==> src/rtl/dm_access_seq.sv <==
// Load/store sequencer between the MEM stage and a word-wide synchronous RAM.
// Word-crossing accesses become two beats; loads are merged and sign/zero extended.
module dm_access_seq #(
  parameter bit ALLOW_MISALIGN = 1'b1
) (
  input  logic        clk,
  input  logic        rstn,
  input  logic        req_valid,
  output logic        req_ready,
  input  logic        req_we,
  input  logic [2:0]  req_type,
  input  logic [31:0] req_addr,
  input  logic [31:0] req_wdata,
  output logic        resp_valid,
  input  logic        resp_ready,
  output logic [31:0] resp_rdata,
  output logic        resp_err,
  output logic        mem_req,
  input  logic        mem_gnt,
  output logic [31:0] mem_addr,
  output logic [3:0]  mem_we,
  output logic [31:0] mem_wdata,
  input  logic [31:0] mem_rdata
);

  typedef enum logic [2:0] {
    S_IDLE, S_BEAT0, S_WAIT0, S_BEAT1, S_WAIT1, S_RESP
  } state_e;

  state_e      state_q, state_d;
  logic        we_q, we_d;
  logic        split_q, split_d;
  logic        err_q, err_d;
  logic [2:0]  type_q, type_d;
  logic [31:0] addr_q, addr_d;
  logic [31:0] wdata_q, wdata_d;
  logic [31:0] rd0_q, rd0_d;
  logic [31:0] rd1_q, rd1_d;

  function automatic logic [3:0] size_mask(input logic [2:0] t);
    case (t)
      3'b000:         return 4'b1111;
      3'b001, 3'b010: return 4'b0011;
      default:        return 4'b0001;
    endcase
  endfunction

  function automatic logic crosses(input logic [1:0] o, input logic [2:0] t);
    logic [2:0] n;
    case (t)
      3'b000:         n = 3'd4;
      3'b001, 3'b010: n = 3'd2;
      default:        n = 3'd1;
    endcase
    return ({1'b0, o} + n) > 3'd4;
  endfunction

  function automatic logic [31:0] ld_extend(input logic [2:0] t, input logic [31:0] d);
    case (t)
      3'b001:  return {{16{d[15]}}, d[15:0]};
      3'b010:  return {16'h0000, d[15:0]};
      3'b011:  return {{24{d[7]}}, d[7:0]};
      3'b100:  return {24'h000000, d[7:0]};
      default: return d;
    endcase
  endfunction

  logic        split_in;
  logic [1:0]  off;
  logic [7:0]  lanes;
  logic [63:0] wd_sh;
  logic [31:0] rd_asm;
  logic [31:0] beat0_addr;
  logic [31:0] beat1_addr;

  assign split_in   = crosses(req_addr[1:0], req_type);
  assign off        = addr_q[1:0];
  // Lane masks and shifted data span both beats: low half is beat 0, high half beat 1.
  assign lanes      = {4'b0000, size_mask(type_q)} << off;
  assign wd_sh      = {32'h0, wdata_q} << {off, 3'b000};
  assign rd_asm     = 32'({rd1_q, rd0_q} >> {off, 3'b000});
  assign beat0_addr = {addr_q[31:2], 2'b00};
  assign beat1_addr = beat0_addr + 32'd4;

  always_comb begin
    state_d    = state_q;
    we_d       = we_q;
    split_d    = split_q;
    err_d      = err_q;
    type_d     = type_q;
    addr_d     = addr_q;
    wdata_d    = wdata_q;
    rd0_d      = rd0_q;
    rd1_d      = rd1_q;
    req_ready  = 1'b0;
    resp_valid = 1'b0;
    resp_err   = 1'b0;
    resp_rdata = 32'h0;
    mem_req    = 1'b0;
    mem_addr   = 32'h0;
    mem_we     = 4'b0000;
    mem_wdata  = 32'h0;
    case (state_q)
      S_IDLE: begin
        req_ready = 1'b1;
        if (req_valid) begin
          we_d    = req_we;
          type_d  = req_type;
          addr_d  = req_addr;
          wdata_d = req_wdata;
          split_d = split_in;
          err_d   = (req_type > 3'd4) || (split_in && !ALLOW_MISALIGN);
          state_d = err_d ? S_RESP : S_BEAT0;
        end
      end
      S_BEAT0: begin
        mem_req  = 1'b1;
        mem_addr = beat0_addr;
        if (we_q) begin
          mem_we    = lanes[3:0];
          mem_wdata = wd_sh[31:0];
        end
        if (mem_gnt) state_d = !we_q ? S_WAIT0 : (split_q ? S_BEAT1 : S_RESP);
      end
      S_WAIT0: begin
        rd0_d   = mem_rdata;
        state_d = split_q ? S_BEAT1 : S_RESP;
      end
      S_BEAT1: begin
        mem_req  = 1'b1;
        mem_addr = beat1_addr;
        if (we_q) begin
          mem_we    = lanes[7:4];
          mem_wdata = wd_sh[63:32];
        end
        if (mem_gnt) state_d = we_q ? S_RESP : S_WAIT1;
      end
      S_WAIT1: begin
        rd1_d   = mem_rdata;
        state_d = S_RESP;
      end
      S_RESP: begin
        resp_valid = 1'b1;
        resp_err   = err_q;
        if (!err_q && !we_q) resp_rdata = ld_extend(type_q, rd_asm);
        if (resp_ready) state_d = S_IDLE;
      end
      default: state_d = S_IDLE;
    endcase
  end

  always_ff @(posedge clk or negedge rstn) begin
    if (!rstn) begin
      state_q <= S_IDLE;
      we_q    <= 1'b0;
      split_q <= 1'b0;
      err_q   <= 1'b0;
    end else begin
      state_q <= state_d;
      we_q    <= we_d;
      split_q <= split_d;
      err_q   <= err_d;
    end
  end

  // Datapath holds are never observed outside their owning states, so no reset.
  always_ff @(posedge clk) begin
    type_q  <= type_d;
    addr_q  <= addr_d;
    wdata_q <= wdata_d;
    rd0_q   <= rd0_d;
    rd1_q   <= rd1_d;
  end

endmodule

==> config.mk <==
export PLATFORM = sky130hd
export DESIGN_NAME = dm_access_seq
export DESIGN_NICKNAME = d
export VERILOG_FILES = /design/src/rtl/dm_access_seq.sv
export SDC_FILE = /design/constraint.sdc
export NUM_CORES = 1
export LEC_CHECK = 0
export BUFFER_PORTS_ARGS = -buffer_cell sky130_fd_sc_hd__clkbuf_2
export CAP_MARGIN = 5
export CORE_UTILIZATION = 45
export CTS_BUF_LIST = sky130_fd_sc_hd__clkbuf_2
export CTS_CLUSTER_DIAMETER = 150
export CTS_CLUSTER_SIZE = 8
export DETAILED_ROUTE_END_ITERATION = 8
export HOLD_SLACK_MARGIN = 0.12
export PLACE_DENSITY = 0.74
export SYNTH_ARGS = -nofsm -noshare
export SYNTH_HDL_FRONTEND = slang
export SYNTH_SLANG_ARGS = --single-unit
export TNS_END_PERCENT = 10
==> constraint.sdc <==
create_clock -name clk -period 2.55 [get_ports clk]
set_input_delay 0.3825 -clock clk [delete_from_list [all_inputs] [get_ports clk]]
set_output_delay 0.3825 -clock clk [all_outputs]
set_load 0.03 [all_outputs]
## Word-level counts from Yosys, hierarchy flattened

Index checks and enable logic that the tools add are counted.

- Register bits after elaboration: 137
- Latch bits: 0
- Bits in writable memories: 0
- Memory bits (read-only): 0
- Input bits: 105
- Output and inout port bits: 104
- Logic and storage cells: 67
- Memories kept: 0

- Add/subtract/negate cells: 2
- Multipliers: 0
- Div/mod/pow operators: 0
- Order comparisons: 2
- Equal/unequal tests: 15
- Shifts and indexed selects: 3
- Multiplexer cells: 25
- Bitwise operators: 0
- Reductions and logical operators: 11

Operators with widths:

| kind | number |
|---|---|
| $mux 32 | 4 |
| $pmux 32 s2 | 2 |
| $pmux 32 s4 | 1 |
| $shl 32x5->64 | 1 |
| $shr 64x5->32 | 1 |
| $add 32x3->32 const B | 1 |
| $mux 3 | 7 |
| $pmux 3 s6 | 1 |
| $pmux 4 s2 | 2 |
| $eq 3x2->1 const B | 5 |
| $eq 3x1->1 const B | 3 |
| $eq 3x3->1 const B | 3 |
| $logic_not 3->1 | 3 |
| $mux 4 | 2 |
| $ne 2x2->1 const B | 4 |
| $shl 4x2->8 | 1 |
| $gt 3x3->1 const B | 2 |
| $pmux 3 s2 | 1 |
| $reduce_or 2->1 | 3 |
| $mux 1 | 5 |
| $reduce_and 4->1 | 1 |
| $add 2x3->3 | 1 |
| $logic_not 1->1 | 2 |
| $reduce_and 2->1 | 1 |
| $logic_and 1x1->1 | 1 |

## Depth between registers and ports, before layout

Gate-level depths: netlist of run 1.

- Depth in word-level cells: 6
- Mapped depth: 7
- Mapped depth without buffers: 7

## Worst setup path after synthesis of run 1

No wires, ideal clock.

- Kind: flip-flop to flip-flop
- Start: register state_q[0]
- End: register addr_q[0] (enable)
- Library setup time: 0.421 ns
- Arrival time: 2.967 ns
- Required time: 2.129 ns
- Slack: -0.838 ns
- Stages on the path, launching flop included: 5
- Buffers on the path: 1
- Clock period less this slack: 3.388 ns
- Cells stage by stage: dfrtp_1 clkbuf_1 nor3_1 nand2_1 inv_1

- Longest elaborated chain between the ends: 2

Ends and longest elaborated chain:

| item | line | RTL |
|---|---|---|
| start, declared | 30 | `state_e state_q, state_d;` |
| start signal, assigned | 159 | `state_q <= state_d;` |
| $logic_not 3->1 | 103 | `case (state_q)` |
| $reduce_and 2->1 (no line) | n/a |  |
| end signal, assigned | 169 | `addr_q <= addr_d;` |
| end, declared | 35 | `logic [31:0] addr_q, addr_d;` |

No other way between the ends.
A chain may end at the register's enable or synchronous reset.

## Final worst setup path of run 1

- Start: register addr_q[3]
- End: output port mem_addr[25]

- Longest elaborated chain between the ends: 2

Ends and longest elaborated chain:

| item | line | RTL |
|---|---|---|
| $add 32x3->32 | 83 | `assign beat1_addr = beat0_addr + 32'd4;` |
| $pmux 32 s2 | 103 |  |
| end, declared | 20 | `output logic [31:0] mem_addr,` |

No other way between the ends.

==> qor.yml, run 1 <==
slowest_delay_ns: 0.49
grt_pass1_vias: 6601
cts_sinks: 129
status: "complete, but fails checks"
cp_slowest_cell: "or4b_1"
gp_congestion: 0.887
yosysTopAreaCellShare_pct: 52.9
r2r_cells: 6
io_buffers: 206
start_util_pct: 46.1
fp.dieW_um: 127
path_class: "flip-flop to output port"
avgSynthCellArea_um2: 12.5
p_leak_nw: 4.42
reg2reg_slack_ns: 0.47
timing.fmax_mhz: 320
clkLatencyLatePin_ns: 0.74
syn_area_mm2: 0.00698
tightest_slew_ns: 0.505
hpwlAfterDp_um: 13200
whs_endpoint: "addr_q[7]"
r2r_start: "state_q[1]"
clk_pin_slew_ns: 0.21
violations: "negative setup slack"
vias: 6650
grt-ovfl-total: 0
rr_endpoint: "state_q[0]"
stdcell_area_mm2: 0.0109
drt_wl_total_um: 23400
synth_edf_count: 123
wl_per_cell_um: 20.7
ir_drop_v: 0.000530
final_util_pct: 72.2
powerDensity_mw_per_mm2: 774
crit_path_end_kind: "output port"
layout.nets: 1040
ys.flop_type: "edfxtp_1"
min_path_type: "input port to flip-flop"
drv_slew: 0
yosysWarnings: 0
worstPathMaxFanout: 4
slew_headroom_pct: 66.0
postPlaceCellArea_mm2: 0.00835
core_area_mm2: 0.0151
post-route-period-util_pct: 122
crit_required_ns: 2.17
drive_above_1_share_pct: 45.8
rsz0062_at_grt: "true"
cts.path.max_buffers: 2
yosysSeqAreaShare_pct: 55.1
fin_skew_ns: 0.0377
synth_cell_type_count: 56
antenna_found_initial: 0
synth_top_cells_by_count: "edfxtp_1, nand2_1, a21oi_1, nor2_1, mux4_2"
critPathArrivalTime_ns: 2.74
grt_max_degree: 51
synth.top_cells.by_area: "edfxtp_1, mux4_2, nand2_1"
yosys_register_bits: 129
async_flop_share_pct: 4.65
crit_chain: "buf_4 > buf_4 > nand4_1 > nor3_1 > or4b_1 > a21oi_1 > clkbuf_4"
hold_path_depth: 2
syn_inst: 556
cts_tree: "yes"
area_growth_pct: 56.7
cts_buffers: 17
path_buf_inv: 3
period_needed_ns: 3.12
die_area_mm2: 0.0160
detail-route-antenna-nets: 0
dieHeight_um: 127
crit_top_cell: "buf_4"
vias_per_cell: 5.87
drt_first_iter_violations: 533
hold_viol_final: 0
fp-row-count: 45
cap_violations: 0
yosysMostFrequentCell: "edfxtp_1"
io_pins: 209
drtPass1Iterations: 5
synth_top_cell_by_area: "edfxtp_1"
grt_first_pass_wirelength_um: 33800
cp-start-kind: "flip-flop"
worstHoldStart: "req_addr[7]"
critical-path-top-delay-family: "simple AND/OR/NAND/NOR gates"
setup_viol: 94
cts_htree_levels: 4
drc: 0
setup_ws_ns: -0.572
cts_root_buffer: "clkbuf_2"
grt_use_total_pct: 27.8
antennaDiodeCount: 0
## routing by layer
metal	global-route usage (%)	part of all wire, %
met2	49.7	52
met4	11.7	4.2
met5	0	0
met1	32.0	36
met3	6.66	7.4
## worst max path at each step
stage,start,endpoint,cells past startpoint
2_1_floorplan,state_q[1],mem_we[1],5
3_3_place_gp,addr_q[2],mem_addr[30],6
3_5_place_dp,addr_q[2],mem_addr[22],6
4_1_cts,addr_q[3],mem_addr[22],6
5_1_grt,addr_q[3],mem_addr[25],7
6_report,addr_q[3],mem_addr[25],7
## where the power goes
part	internal [mW]	switching (mW)	leakage, nW
clock	0.546	0.803	0.144
combinational	1.69	2.39	3.08
sequential	2.77	0.271	1.19
total	5.00	3.46	4.42
## worst reg2reg max path, stage by stage (launching register included)
cell	delay, ns
dfrtp_2	0.53
buf_4	0.21
or3_1	0.37
a21oi_1	0.15
nor2_1	0.10
a21oi_1	0.14
dlygate4sd3_1	0.55
## cell type report
class / instances / area (um^2)
Fill cell: 927 / 4220
Sequential cell: 129 / 3850
Multi-Input combinational cell: 382 / 3310
Timing Repair Buffer: 391 / 3230
Tap cell: 188 / 235
Clock inverter: 14 / 165
Clock buffer: 18 / 90.1
Inverter: 11 / 50.0
## flip-flops by register name, summed over array words and instances (netlist names)
| register | cells |
|---|---|
| split_q | 1 |
| addr_q | 32 |
| rd0_q | 32 |
| state_q | 3 |
| rd1_q | 24 |
| wdata_q | 32 |
| err_q | 1 |
| we_q | 1 |
| type_q | 3 |
## logic make-up (layout without fill, tap and decap cells)
logic type | after synthesis | count (layout) | share of synthesized area, %
AND/OR/NAND/NOR | 187 | 188 | 14.0
XOR/XNOR | 14 | 14 | 1.76
flip-flops | 129 | 129 | 55.1
buffers and inverters | 47 | 434 | 3.19
adder cells (fa/ha/maj) | 3 | 3 | 0.646
other | 1 | 2 | 0.0538
AO/OA/AOI/OAI | 116 | 116 | 10.9
multiplexers | 59 | 59 | 14.3
## metrics by stage
| stage | std cells | setup slack, ns | hold slack, ns | setup TNS, ns | total power [mW] |
|---|---|---|---|---|---|
| after CTS | 1115 | -0.428 | 0.275 | -24.56 | 8.07 |
| after floorplan | 557 | -0.0719 | 0.0869 | -0.0719 | 5.17 |
| final | 1133 | -0.572 | 0.332 | -23.01 | 8.46 |
| after detailed placement | 948 | 0.204 | 0.219 | 0 | 6.18 |
| after global placement | 948 | 0.254 | 0.217 | 0 | 6.08 |
| after global routing | 1133 | -0.678 | 0.274 | -36.59 | 8.81 |
## placed cells by master, fill, tap and decap left out, types with 4 or more instances in the layout
cell type,n
nand2b_1,6
clkbuf_8,24
nor2_2,5
a211oi_1,7
buf_6,22
nand3_1,4
nor2_1,28
dlygate4sd3_1,106
or3_1,6
a21o_1,6
and4_4,5
nand4_1,13
and2_1,11
xor2_1,6
a22oi_1,4
o2bb2ai_1,10
a21oi_4,4
or3_4,7
mux2_2,4
nand2_1,61
clkinvlp_4,5
mux2i_1,22
clkbuf_4,35
clkbuf_2,140
a21oi_1,27
mux4_2,32
a21oi_2,12
buf_12,4
o21ai_0,16
inv_1,8
o22ai_1,6
edfxtp_1,123
nor2b_1,6
xnor2_1,7
buf_4,71
## what timing repair did
item | CTS | global route
setup buffers | 28 | 18
hold buffers | 106 | 0
endpoints found under the hold margin | 135 | 0
cloned | 1 | 1
setup endpoints to repair | 95 | 96
gates resized for setup | 161 | 96
pin swaps | 7 | 22
(Power assumes the default switching activity.)
==> inputs of run 2 (changes only) <==
==> config.mk (replaced) <==
export PLATFORM = sky130hd
export DESIGN_NAME = dm_access_seq
export DESIGN_NICKNAME = d
export VERILOG_FILES = /design/src/rtl/dm_access_seq.sv
export SDC_FILE = /design/constraint.sdc
export NUM_CORES = 1
export LEC_CHECK = 0
export CAP_MARGIN = 5
export CORE_ASPECT_RATIO = 1.4
export CORE_UTILIZATION = 45
export CTS_BUF_LIST = sky130_fd_sc_hd__clkbuf_2
export CTS_CLUSTER_DIAMETER = 150
export CTS_CLUSTER_SIZE = 8
export DETAILED_ROUTE_END_ITERATION = 8
export DONT_BUFFER_PORTS = 1
export HOLD_SLACK_MARGIN = 0.12
export SYNTH_ARGS = -nofsm -noshare
export SYNTH_HDL_FRONTEND = slang
export SYNTH_SLANG_ARGS = --single-unit
export TNS_END_PERCENT = 50
==> qor.yml, run 2 (synthesis gave the netlist of run 1 again) <==
die_area_mm2: 0.0160  # about the same
switching_share_pct: 41.1  # +0.18 points
gp_congestion: 0.849  # -4.2%
p_leak_nw: 4.23  # -4.3%
min_path_type: "input port to flip-flop"
setup_ws_ns: -0.480  # +0.0925 ns
area_growth_pct: 62.6
dieHeight_um: 149  # +18%
hold_viol_final: 0  # unchanged
drt_wl_total_um: 23200  # -0.90%
rsz0062_at_grt: "true"
cts_root_buffer: "clkbuf_2"
tightest_slew_ns: 0.500  # -0.00437 ns
fin_skew_ns: 0.0397  # +0.00200 ns
layout.nets: 963  # -7.4%
powerDensity_mw_per_mm2: 783  # +1.2%
wl_per_cell_um: 21.9  # +5.8%
drv_slew: 0  # unchanged
worstPathMaxFanout: 3  # -1
reg_top3: "addr_q: 32 flops, rd0_q: 32 flops, wdata_q: 32 flops"
io_pins: 209  # unchanged
core_area_mm2: 0.0151  # -0.61%
crit_path_end_kind: "output port"
violations: "negative setup slack"
power_frac_clock_pct: 15.2  # -0.8 points
hold_slack_ns: 0.148  # -0.184 ns
critical-path-top-delay-family: "simple AND/OR/NAND/NOR gates"
slew_headroom_pct: 66.6  # +0.65 points
cts_sinks: 129  # unchanged
cp_slowest_cell: "or4_4"
fp-row-count: 53  # +18%
fp.dieW_um: 107  # -15%
path_buf_inv: 1  # -2
vias: 6328  # -4.8%
detail-route-antenna-nets: 0  # unchanged
slowest_delay_ns: 0.60  # +0.11 ns
drtPass1Iterations: 5  # unchanged
clk_pin_slew_ns: 0.20  # about the same
critPathArrivalTime_ns: 2.65  # -0.09 ns
period_needed_ns: 3.03  # -0.0925 ns
io_buffers: 0  # -100%
status: "complete, but fails checks"
cts_tree: "yes"
drt_first_iter_violations: 497  # -6.8%
timing.fmax_mhz: 330  # +3.1%
p_total_mw: 8.89  # +5.1%
crit_required_ns: 2.17  # about the same
crit_chain: "ha_4 > and2_4 > nand4_1 > or4_4 > a21oi_2 > buf_6"
cts_buffers: 17  # unchanged
grt_max_degree: 63  # +24%
drive_above_1_share_pct: 49.0  # +3.1 points
final_common_cell: "edfxtp_1"
cp-start-kind: "flip-flop"
post-route-period-util_pct: 119  # -3.6 points
cts_htree_levels: 4  # unchanged
ir_drop_v: 0.000607  # +15%
path_class: "flip-flop to output port"
layout_common_cells: "edfxtp_1, buf_4, dlygate4sd3_1, buf_6, nand2_1"
grt_pass1_vias: 6379  # -3.4%
pwr-share-seq_pct: 34.5  # -1.4 points
cap_violations: 0  # unchanged
switchingPower_mw: 3.65  # +5.5%
p_int_mw: 5.24  # +4.7%
cts.path.max_buffers: 2  # unchanged
hpwlAfterDp_um: 12700  # -3.7%
vias_per_cell: 5.96  # +1.6%
clkLatencyLatePin_ns: 0.74  # about the same
stdcell_area_mm2: 0.0113  # +3.8%
fillers: 883  # -4.7%
combPwrFrac_pct: 50.3  # +2.2 points
setup_viol: 91  # -3.2%
drc: 0  # unchanged
grt_first_pass_wirelength_um: 33300  # -1.6%
grt_use_total_pct: 27.5  # -0.31 points
grt-ovfl-total: 0  # unchanged
antenna_found_initial: 1  # +1
start_util_pct: 46.3  # +0.28 points
postPlaceCellArea_mm2: 0.00807  # -3.4%
==> run 2: cell count changes in the layout (fill, tap and decap cells not counted), sizes merged <==
cell	delta
nand3	+2
clkinvlp	-1
buf	+101
clkbuf	-183
clkinv	+2
diode	+1
dlygate4sd3	+2
==> run 2: through the flow <==
stage               TNS [ns]  util (%)  std cells  setup slack, ns
floorplan            -0.0719         -        557          -0.0719
global placement           0      53.6        834            0.272
detailed placement         0      53.6        834            0.196
CTS                   -19.63      70.5       1033           -0.378
global route          -32.11      75.4       1061           -0.582
finish                -19.35      75.4       1061           -0.480
==> run 2: area by class of cell <==
class	instances	area (um^2)	share of cell area (%)
Clock buffer	17	85.1	0.750
Clock inverter	15	164	1.44
Tap cell	192	240	2.12
Antenna cell	1	2.50	0.0221
Multi-Input combinational cell	384	3810	33.6
Inverter	11	48.8	0.430
Timing Repair Buffer	312	3140	27.7
Sequential cell	129	3850	33.9
==> run 2: power groups by stage <==
stage	combinational [mW]	sequential [mW]	clock (mW)
floorplan	2.18	2.99	0
global placement	3.16	3.05	0
detailed placement	3.21	3.08	0
CTS	4.04	3.01	1.36
global route	4.69	3.10	1.46
finish	4.47	3.06	1.35
==> run 2: timing repair <==
item                       in CTS  in global routing
setup buffers                  51                 26
hold endpoints to repair      140                  0
gates cloned                    8                  2
resized for setup             169                109
setup endpoints to repair      94                 95
hold buffers                  108                  0
pin swaps                      75                 39
==> run 2: path summary, 6_finish.rpt <==
path / from / end / slack, ns / depth (start not counted)
max in group asynchronous: rstn / state_q[1] / 1.75 / 2
worst min-delay path: req_type[1] / split_q / 0.15 / 4
worst max-delay path: addr_q[3] / mem_addr[28] / -0.48 / 6
worst max register to register: state_q[1] / state_q[0] / 0.36 / 7
worst min register to register: split_q / split_q / 0.57 / 2
min in group asynchronous: rstn / we_q / 0.51 / 2
==> run 2: layer usage <==
layer / track usage (%) / up-vias / wire length [um]
met5: 0 / - / 0
met4: 12.9 / 0 / 1020
met3: 5.90 / 78 / 1560
met2: 49.5 / 345 / 12500
met1: 30.7 / 3134 / 8160
li1: - / 2771 / -
==> run 2: tightest hold or removal path, delay by kind of cell <==
kind | cells | cell delay [ns]
AOI/OAI and AO/OA | 3 | 0.36
adders and majority gates | 1 | 0.11
